## src/rtl/athena_vram_arbiter_if.sv

```systemverilog
// athena_vram_arbiter_if: CPU A/B request ports and the shared VRAM bus
interface athena_vram_arbiter_if #(parameter int AW = 13, parameter int DW = 8);
  logic          a_req, a_wr, a_ack, a_wait;
  logic [AW-1:0] a_addr;
  logic [DW-1:0] a_din, a_dout;
  logic          b_req, b_wr, b_ack, b_wait;
  logic [AW-1:0] b_addr;
  logic [DW-1:0] b_din, b_dout;
  logic [AW-1:0] va;
  logic [DW-1:0] vd_w, vd_r;
  logic          v_c, voe, vwe;
  logic [1:0]    gnt;
  modport master(
    output a_req, a_wr, a_addr, a_din, b_req, b_wr, b_addr, b_din, vd_r,
    input  a_dout, a_ack, a_wait, b_dout, b_ack, b_wait, va, vd_w, v_c, voe, vwe, gnt
  );
  modport slave(
    input  a_req, a_wr, a_addr, a_din, b_req, b_wr, b_addr, b_din, vd_r,
    output a_dout, a_ack, a_wait, b_dout, b_ack, b_wait, va, vd_w, v_c, voe, vwe, gnt
  );
endinterface

```

## src/rtl/athena_vram_arbiter.sv

```systemverilog
// athena_vram_arbiter: shares the VRAM bus between video scan and round-robin CPU A/B
module athena_vram_arbiter #(
  parameter int AW      = 13,
  parameter int DW      = 8,
  parameter int ACC_CEN = 2
) (
  input  logic clk,
  input  logic reset,
  input  logic cen,
  input  logic vid_slot,
  athena_vram_arbiter_if.slave bus
);
  localparam int CW = ACC_CEN > 1 ? $clog2(ACC_CEN) : 1;
  typedef enum logic [1:0] {IDLE, ACCESS, DONE} state_t;
  state_t        state_q, state_d;
  logic [CW-1:0] cnt_q, cnt_d;
  logic          wr_q, wr_d, last_q, last_d, susp_q, susp_d;
  logic          a_ack_q, a_ack_d, b_ack_q, b_ack_d;
  logic [AW-1:0] va_q, va_d;
  logic [DW-1:0] vd_w_q, vd_w_d, a_dout_q, a_dout_d, b_dout_q, b_dout_d;
  logic [1:0]    gnt_q, gnt_d;
  logic          pick_b, v_c;
  // last_q: 0 = A, 1 = B; ties go to whichever was not granted last
  assign pick_b = bus.b_req & ~(bus.a_req & last_q);
  // video ownership follows vid_slot on a cen and holds until the next cen
  assign v_c = (state_q != ACCESS) | (cen ? vid_slot : susp_q);
  always_comb begin
    state_d  = state_q;
    cnt_d    = cnt_q;
    wr_d     = wr_q;
    last_d   = last_q;
    susp_d   = susp_q;
    va_d     = va_q;
    vd_w_d   = vd_w_q;
    gnt_d    = gnt_q;
    a_dout_d = a_dout_q;
    b_dout_d = b_dout_q;
    a_ack_d  = 1'b0;
    b_ack_d  = 1'b0;
    case (state_q)
      IDLE: if (cen && !vid_slot && (bus.a_req || bus.b_req)) begin
        state_d = ACCESS;
        cnt_d   = CW'(ACC_CEN - 1);
        wr_d    = pick_b ? bus.b_wr : bus.a_wr;
        va_d    = pick_b ? bus.b_addr : bus.a_addr;
        vd_w_d  = pick_b ? bus.b_din : bus.a_din;
        gnt_d   = pick_b ? 2'b10 : 2'b01;
        last_d  = pick_b;
        susp_d  = 1'b0;
      end
      ACCESS: if (cen) begin
        susp_d = vid_slot;
        if (!vid_slot && cnt_q == '0) begin
          state_d  = DONE;
          gnt_d    = 2'b00;
          a_ack_d  = gnt_q[0];
          b_ack_d  = gnt_q[1];
          a_dout_d = (gnt_q[0] && !wr_q) ? bus.vd_r : a_dout_q;
          b_dout_d = (gnt_q[1] && !wr_q) ? bus.vd_r : b_dout_q;
        end else if (!vid_slot) cnt_d = cnt_q - 1'b1;
      end
      default: state_d = IDLE;
    endcase
  end
  always_ff @(posedge clk) begin
    if (reset) begin
      state_q  <= IDLE;
      cnt_q    <= '0;
      wr_q     <= 1'b0;
      last_q   <= 1'b1;
      susp_q   <= 1'b0;
      va_q     <= '0;
      vd_w_q   <= '0;
      gnt_q    <= 2'b00;
      a_dout_q <= '1;
      b_dout_q <= '1;
      a_ack_q  <= 1'b0;
      b_ack_q  <= 1'b0;
    end else begin
      state_q  <= state_d;
      cnt_q    <= cnt_d;
      wr_q     <= wr_d;
      last_q   <= last_d;
      susp_q   <= susp_d;
      va_q     <= va_d;
      vd_w_q   <= vd_w_d;
      gnt_q    <= gnt_d;
      a_dout_q <= a_dout_d;
      b_dout_q <= b_dout_d;
      a_ack_q  <= a_ack_d;
      b_ack_q  <= b_ack_d;
    end
  end
  assign bus.va     = va_q;
  assign bus.vd_w   = vd_w_q;
  assign bus.v_c    = v_c;
  assign bus.voe    = ~v_c & ~wr_q;
  assign bus.vwe    = ~v_c & wr_q;
  assign bus.gnt    = gnt_q;
  assign bus.a_dout = a_dout_q;
  assign bus.b_dout = b_dout_q;
  assign bus.a_ack  = a_ack_q;
  assign bus.b_ack  = b_ack_q;
  assign bus.a_wait = bus.a_req & ~a_ack_q;
  assign bus.b_wait = bus.b_req & ~b_ack_q;
endmodule

```

## src/flat_wrapper.sv

```systemverilog
// flat-port wrapper written by rule: the top's interface ports become plain ports
module athena_vram_arbiter_flat 
#(
  parameter int AW      = 13,
  parameter int DW      = 8,
  parameter int ACC_CEN = 2
)
  (clk, reset, cen, vid_slot, bus_a_req, bus_a_wr, bus_a_addr, bus_a_din, bus_b_req, bus_b_wr, bus_b_addr, bus_b_din, bus_vd_r, bus_a_dout, bus_a_ack, bus_a_wait, bus_b_dout, bus_b_ack, bus_b_wait, bus_va, bus_vd_w, bus_v_c, bus_voe, bus_vwe, bus_gnt);
  athena_vram_arbiter_if #(.AW(AW), .DW(DW)) bus_i ();
  input  logic clk;
  input  logic reset;
  input  logic cen;
  input  logic vid_slot;
  input wire logic [$bits(bus_i.a_req)-1:0] bus_a_req;
  input wire logic [$bits(bus_i.a_wr)-1:0] bus_a_wr;
  input wire logic [$bits(bus_i.a_addr)-1:0] bus_a_addr;
  input wire logic [$bits(bus_i.a_din)-1:0] bus_a_din;
  input wire logic [$bits(bus_i.b_req)-1:0] bus_b_req;
  input wire logic [$bits(bus_i.b_wr)-1:0] bus_b_wr;
  input wire logic [$bits(bus_i.b_addr)-1:0] bus_b_addr;
  input wire logic [$bits(bus_i.b_din)-1:0] bus_b_din;
  input wire logic [$bits(bus_i.vd_r)-1:0] bus_vd_r;
  output wire logic [$bits(bus_i.a_dout)-1:0] bus_a_dout;
  output wire logic [$bits(bus_i.a_ack)-1:0] bus_a_ack;
  output wire logic [$bits(bus_i.a_wait)-1:0] bus_a_wait;
  output wire logic [$bits(bus_i.b_dout)-1:0] bus_b_dout;
  output wire logic [$bits(bus_i.b_ack)-1:0] bus_b_ack;
  output wire logic [$bits(bus_i.b_wait)-1:0] bus_b_wait;
  output wire logic [$bits(bus_i.va)-1:0] bus_va;
  output wire logic [$bits(bus_i.vd_w)-1:0] bus_vd_w;
  output wire logic [$bits(bus_i.v_c)-1:0] bus_v_c;
  output wire logic [$bits(bus_i.voe)-1:0] bus_voe;
  output wire logic [$bits(bus_i.vwe)-1:0] bus_vwe;
  output wire logic [$bits(bus_i.gnt)-1:0] bus_gnt;
  assign bus_i.a_req = bus_a_req;
  assign bus_i.a_wr = bus_a_wr;
  assign bus_i.a_addr = bus_a_addr;
  assign bus_i.a_din = bus_a_din;
  assign bus_i.b_req = bus_b_req;
  assign bus_i.b_wr = bus_b_wr;
  assign bus_i.b_addr = bus_b_addr;
  assign bus_i.b_din = bus_b_din;
  assign bus_i.vd_r = bus_vd_r;
  assign bus_a_dout = bus_i.a_dout;
  assign bus_a_ack = bus_i.a_ack;
  assign bus_a_wait = bus_i.a_wait;
  assign bus_b_dout = bus_i.b_dout;
  assign bus_b_ack = bus_i.b_ack;
  assign bus_b_wait = bus_i.b_wait;
  assign bus_va = bus_i.va;
  assign bus_vd_w = bus_i.vd_w;
  assign bus_v_c = bus_i.v_c;
  assign bus_voe = bus_i.voe;
  assign bus_vwe = bus_i.vwe;
  assign bus_gnt = bus_i.gnt;
  athena_vram_arbiter #(.AW(AW), .DW(DW), .ACC_CEN(ACC_CEN)) u_core (.clk(clk), .reset(reset), .cen(cen), .vid_slot(vid_slot), .bus(bus_i));
endmodule
```

## config.mk

```make
export PLATFORM = sky130hd
export DESIGN_NAME = athena_vram_arbiter_flat
export DESIGN_NICKNAME = d
export VERILOG_FILES = /design/src/rtl/athena_vram_arbiter_if.sv /design/src/rtl/athena_vram_arbiter.sv /design/src/flat_wrapper.sv
export SDC_FILE = /design/constraint.sdc
export NUM_CORES = 1
export LEC_CHECK = 0
export ABC_AREA = 1
export CORE_MARGIN = 5
export CORE_UTILIZATION = 43
export CTS_BUF_LIST = sky130_fd_sc_hd__clkbuf_16
export DETAILED_ROUTE_END_ITERATION = 16
export HOLD_SLACK_MARGIN = 0.03
export PLACE_DENSITY = 0.84
export SLEW_MARGIN = 20
export SYNTH_ARGS = -nofsm -noshare
export SYNTH_HDL_FRONTEND = slang
export SYNTH_SLANG_ARGS = --single-unit
```

## constraint.sdc

```tcl
create_clock -name clk -period 1.74 [get_ports clk]
set_input_delay 0.522 -clock clk [delete_from_list [all_inputs] [get_ports clk]]
set_output_delay 0.522 -clock clk [all_outputs]
set_load 0.01 [all_outputs]
```

==> results.yml <==
global_route:
  grt_usage_pct: 20.7
  grt-busiest-layer: "met2"
  grt_pass1_wl_um: 10500
  grt_use_met2_pct: 36.8
  antenna_found_initial: 0
  met3_usage_pct: 5.27
  grt_pass1_vias: 2276
  met1_usage_pct: 24.6
  grt_max_degree: 26
  grt_remaining_overflow: 0
critical_path:
  cp.arrival_ps: 1190
  cpPeakStageDelay_ps: 560
  reg2reg_from: "u_core.state_q[0]$_SDFFE_PP0P_"
  crit_path_top_delay_cell: "clkdlybuf4s50_1"
  crit_fanout: 2
  crit_start: "u_core.bus.a_dout[6]$_SDFFE_PP1P_"
  worstPathCellList: "clkdlybuf4s50_1"
  end_kind: "output port"
  critPathLaunchType: "register"
  path_buf_inv: 1
  crit_family: "buffers and inverters"
  path_class: "register to output port"
  required_ps: 1220
sta:
  skew_ps: 7.17
  fin_ws_ps: 27.6
  final_max_slew_viol_count: 0
  setup_violations: 0
  worstMarginPinSlew_ps: 284
  layout_min_cycle_time_ps: 1710
  rsz0062_at_grt: "false"
  fin_crit_sh_pct: 98.4
  finalHoldViolations: 0
  fmax_mhz: 584
  relSlewSlack_pct: 81.0
power_and_ir_drop:
  switchingPower_mw: 0.628
  clock_power_share_pct: 36.6
  powerDensity_mw_per_mm2: 723
  p_total_mw: 2.52
  irDropWorstVdd_v: 0.000558
  comb_power_share_pct: 18.8
  switching_share_pct: 24.9
  intPower_mw: 1.90
  p_leak_nw: 1.58
  pwr-share-seq_pct: 44.7
floorplan:
  die_area_mm2: 0.00642
  pin_count: 104
  core_area_mm2: 0.00475
  row_count: 25
  die_y_um: 80.1
  die_width_um: 80.1
  initial_core_util_pct: 44.4
final_layout:
  final_common_cell: "nand2_1"
  drive_above_1_share_pct: 14.4
  n_antenna_cell: 0
  num-nets-final: 481
  area_growth_syn_to_layout_pct: 65.2
  layout_common_cells: "113 x nand2_1, 88 x clkdlybuf4s50_1, 59 x nand3_1"
clock_tree:
  cts_buffer_depth: 2
  cts_inserted_buffers: 5
  cts.htree.levels: 2
  path_clk_slew_ps: 70
  tritoncts: "built"
  clock_sinks: 47
  hold_buffers: 0
  clock_latency_ps: 290
  clock_tree.root_cell: "clkbuf_16"
detailed_routing:
  via_per_inst: 4.75
  wl_per_cell_um: 13.1
  via_count: 2333
  drc_errors: 0
  first_pass_iters: 4
  wl_um: 6410
  drt_iter0_drc: 112
  drtAntennaViolNets: 0
place:
  dp_hpwl_um: 4930
  place.gp.congestion: 0.851
  pre_cts_slack_ps: -761
  port_buffers: 103
worst_hold_path:
  hp-class: "register to register"
  min_from: "u_core.bus.b_dout[5]$_SDFFE_PP1P_"
synthesis:
  synth_nets: 360
  avgSynthCellArea_um2: 7.00
  synth-seq-area-share_pct: 44.5
  syn_area_mm2: 0.00211
  yosys_warnings: 0
  synth.distinct_cells: 17
  synth_seq_cells: 47
  syn_inst: 302
job:
  cap_violations: 0
outcome:
  status: "completed"
logic make-up (layout without fill, tap and decap cells):
kind of cell,Yosys count,count (layout),share of synthesized area [%]
AND/OR/NAND/NOR,195,195,41.3
flip-flops,47,47,44.5
buffers and inverters,31,153,7.34
AO/OA/AOI/OAI,29,29,6.87
path summary, 6_finish.rpt:
check / endpoint / slack [ps] / depth (start not counted)
max reg2reg: u_core.wr_q$_SDFFE_PP0P_ / 350 / 7
max: bus_a_dout[6] / 30 / 1
min reg2reg: u_core.bus.b_dout[5]$_SDFFE_PP1P_ / 460 / 2
min: u_core.bus.b_dout[5]$_SDFFE_PP1P_ / 460 / 2
stage by stage:
stage	instance area, um^2	TNS, ps	hold slack (ps)	instances	util [%]
2_1_floorplan	2110	0	429	302	-
3_3_place_gp	3330	-7070	439	479	70.1
3_5_place_dp	3330	-9240	445	479	70.1
4_1_cts	3460	0	458	490	72.8
5_1_grt	3490	0	483	491	73.4
6_report	3490	0	459	491	73.4
state kept, by name, summed over array words and instances, names as in the netlist:
| register | cells |
|---|---|
| u_core.bus.gnt | 2 |
| u_core.bus.b_dout | 8 |
| u_core.cnt_q | 1 |
| u_core.bus.a_dout | 8 |
| u_core.susp_q | 1 |
| u_core.last_q | 1 |
| u_core.state_q | 2 |
| u_core.bus.b_ack | 1 |
| u_core.bus.a_ack | 1 |
| u_core.bus.va | 13 |
| u_core.wr_q | 1 |
| u_core.bus.vd_w | 8 |
timing repair:
| action | CTS | global route |
|---|---|---|
| endpoints found under the setup margin | 7 | 6 |
| pin swaps | 3 | 0 |
| gates resized for setup | 35 | 9 |
| setup buffers | 3 | 1 |
cell type report:
type / count / area, um^2
clock buffers: 5 / 125
clock inverters: 3 / 20.0
fillers: 373 / 1260
inverters: 14 / 52.6
multi-input cells: 224 / 1030
flip-flops and latches: 47 / 941
well taps: 67 / 83.8
repair buffers: 131 / 1240
synth_stat cells:
cell / n / area, um^2
nand3_1: 59 / 295
dfxtp_1: 47 / 941
a21oi_1: 26 / 130
inv_1: 12 / 45.0
nand2_1: 115 / 432
nor2_1: 10 / 37.5
nand4_1: 1 / 6.26
buf_4: 2 / 15.0
buf_6: 3 / 33.8
o21ai_0: 3 / 15.0
clkbuf_1: 5 / 18.8
buf_2: 7 / 35.0
nor2_4: 3 / 33.8
nor3_4: 2 / 32.5
inv_2: 2 / 7.51
nand2_2: 4 / 25.0
nand3_2: 1 / 10.0
routing by layer:
layer | vias to the layer above | share of wire (%) | wire (um)
met5 | - | 0 | 0
met4 | 0 | 1.5 | 99
met3 | 9 | 6.1 | 389
met2 | 65 | 51 | 3290
met1 | 1044 | 41 | 2630
li1 | 1215 | - | -
power by group through the flow:
stage          sequential, mW  combinational (mW)  clock (mW)
6_report                 1.13               0.473       0.923
5_1_grt                  1.13               0.518        1.00
4_1_cts                  1.13               0.470       0.942
3_5_place_dp             1.15               0.471           0
3_3_place_gp             1.15               0.464           0
2_1_floorplan            1.16               0.191           0
Power figures use the tool's default switching activity.
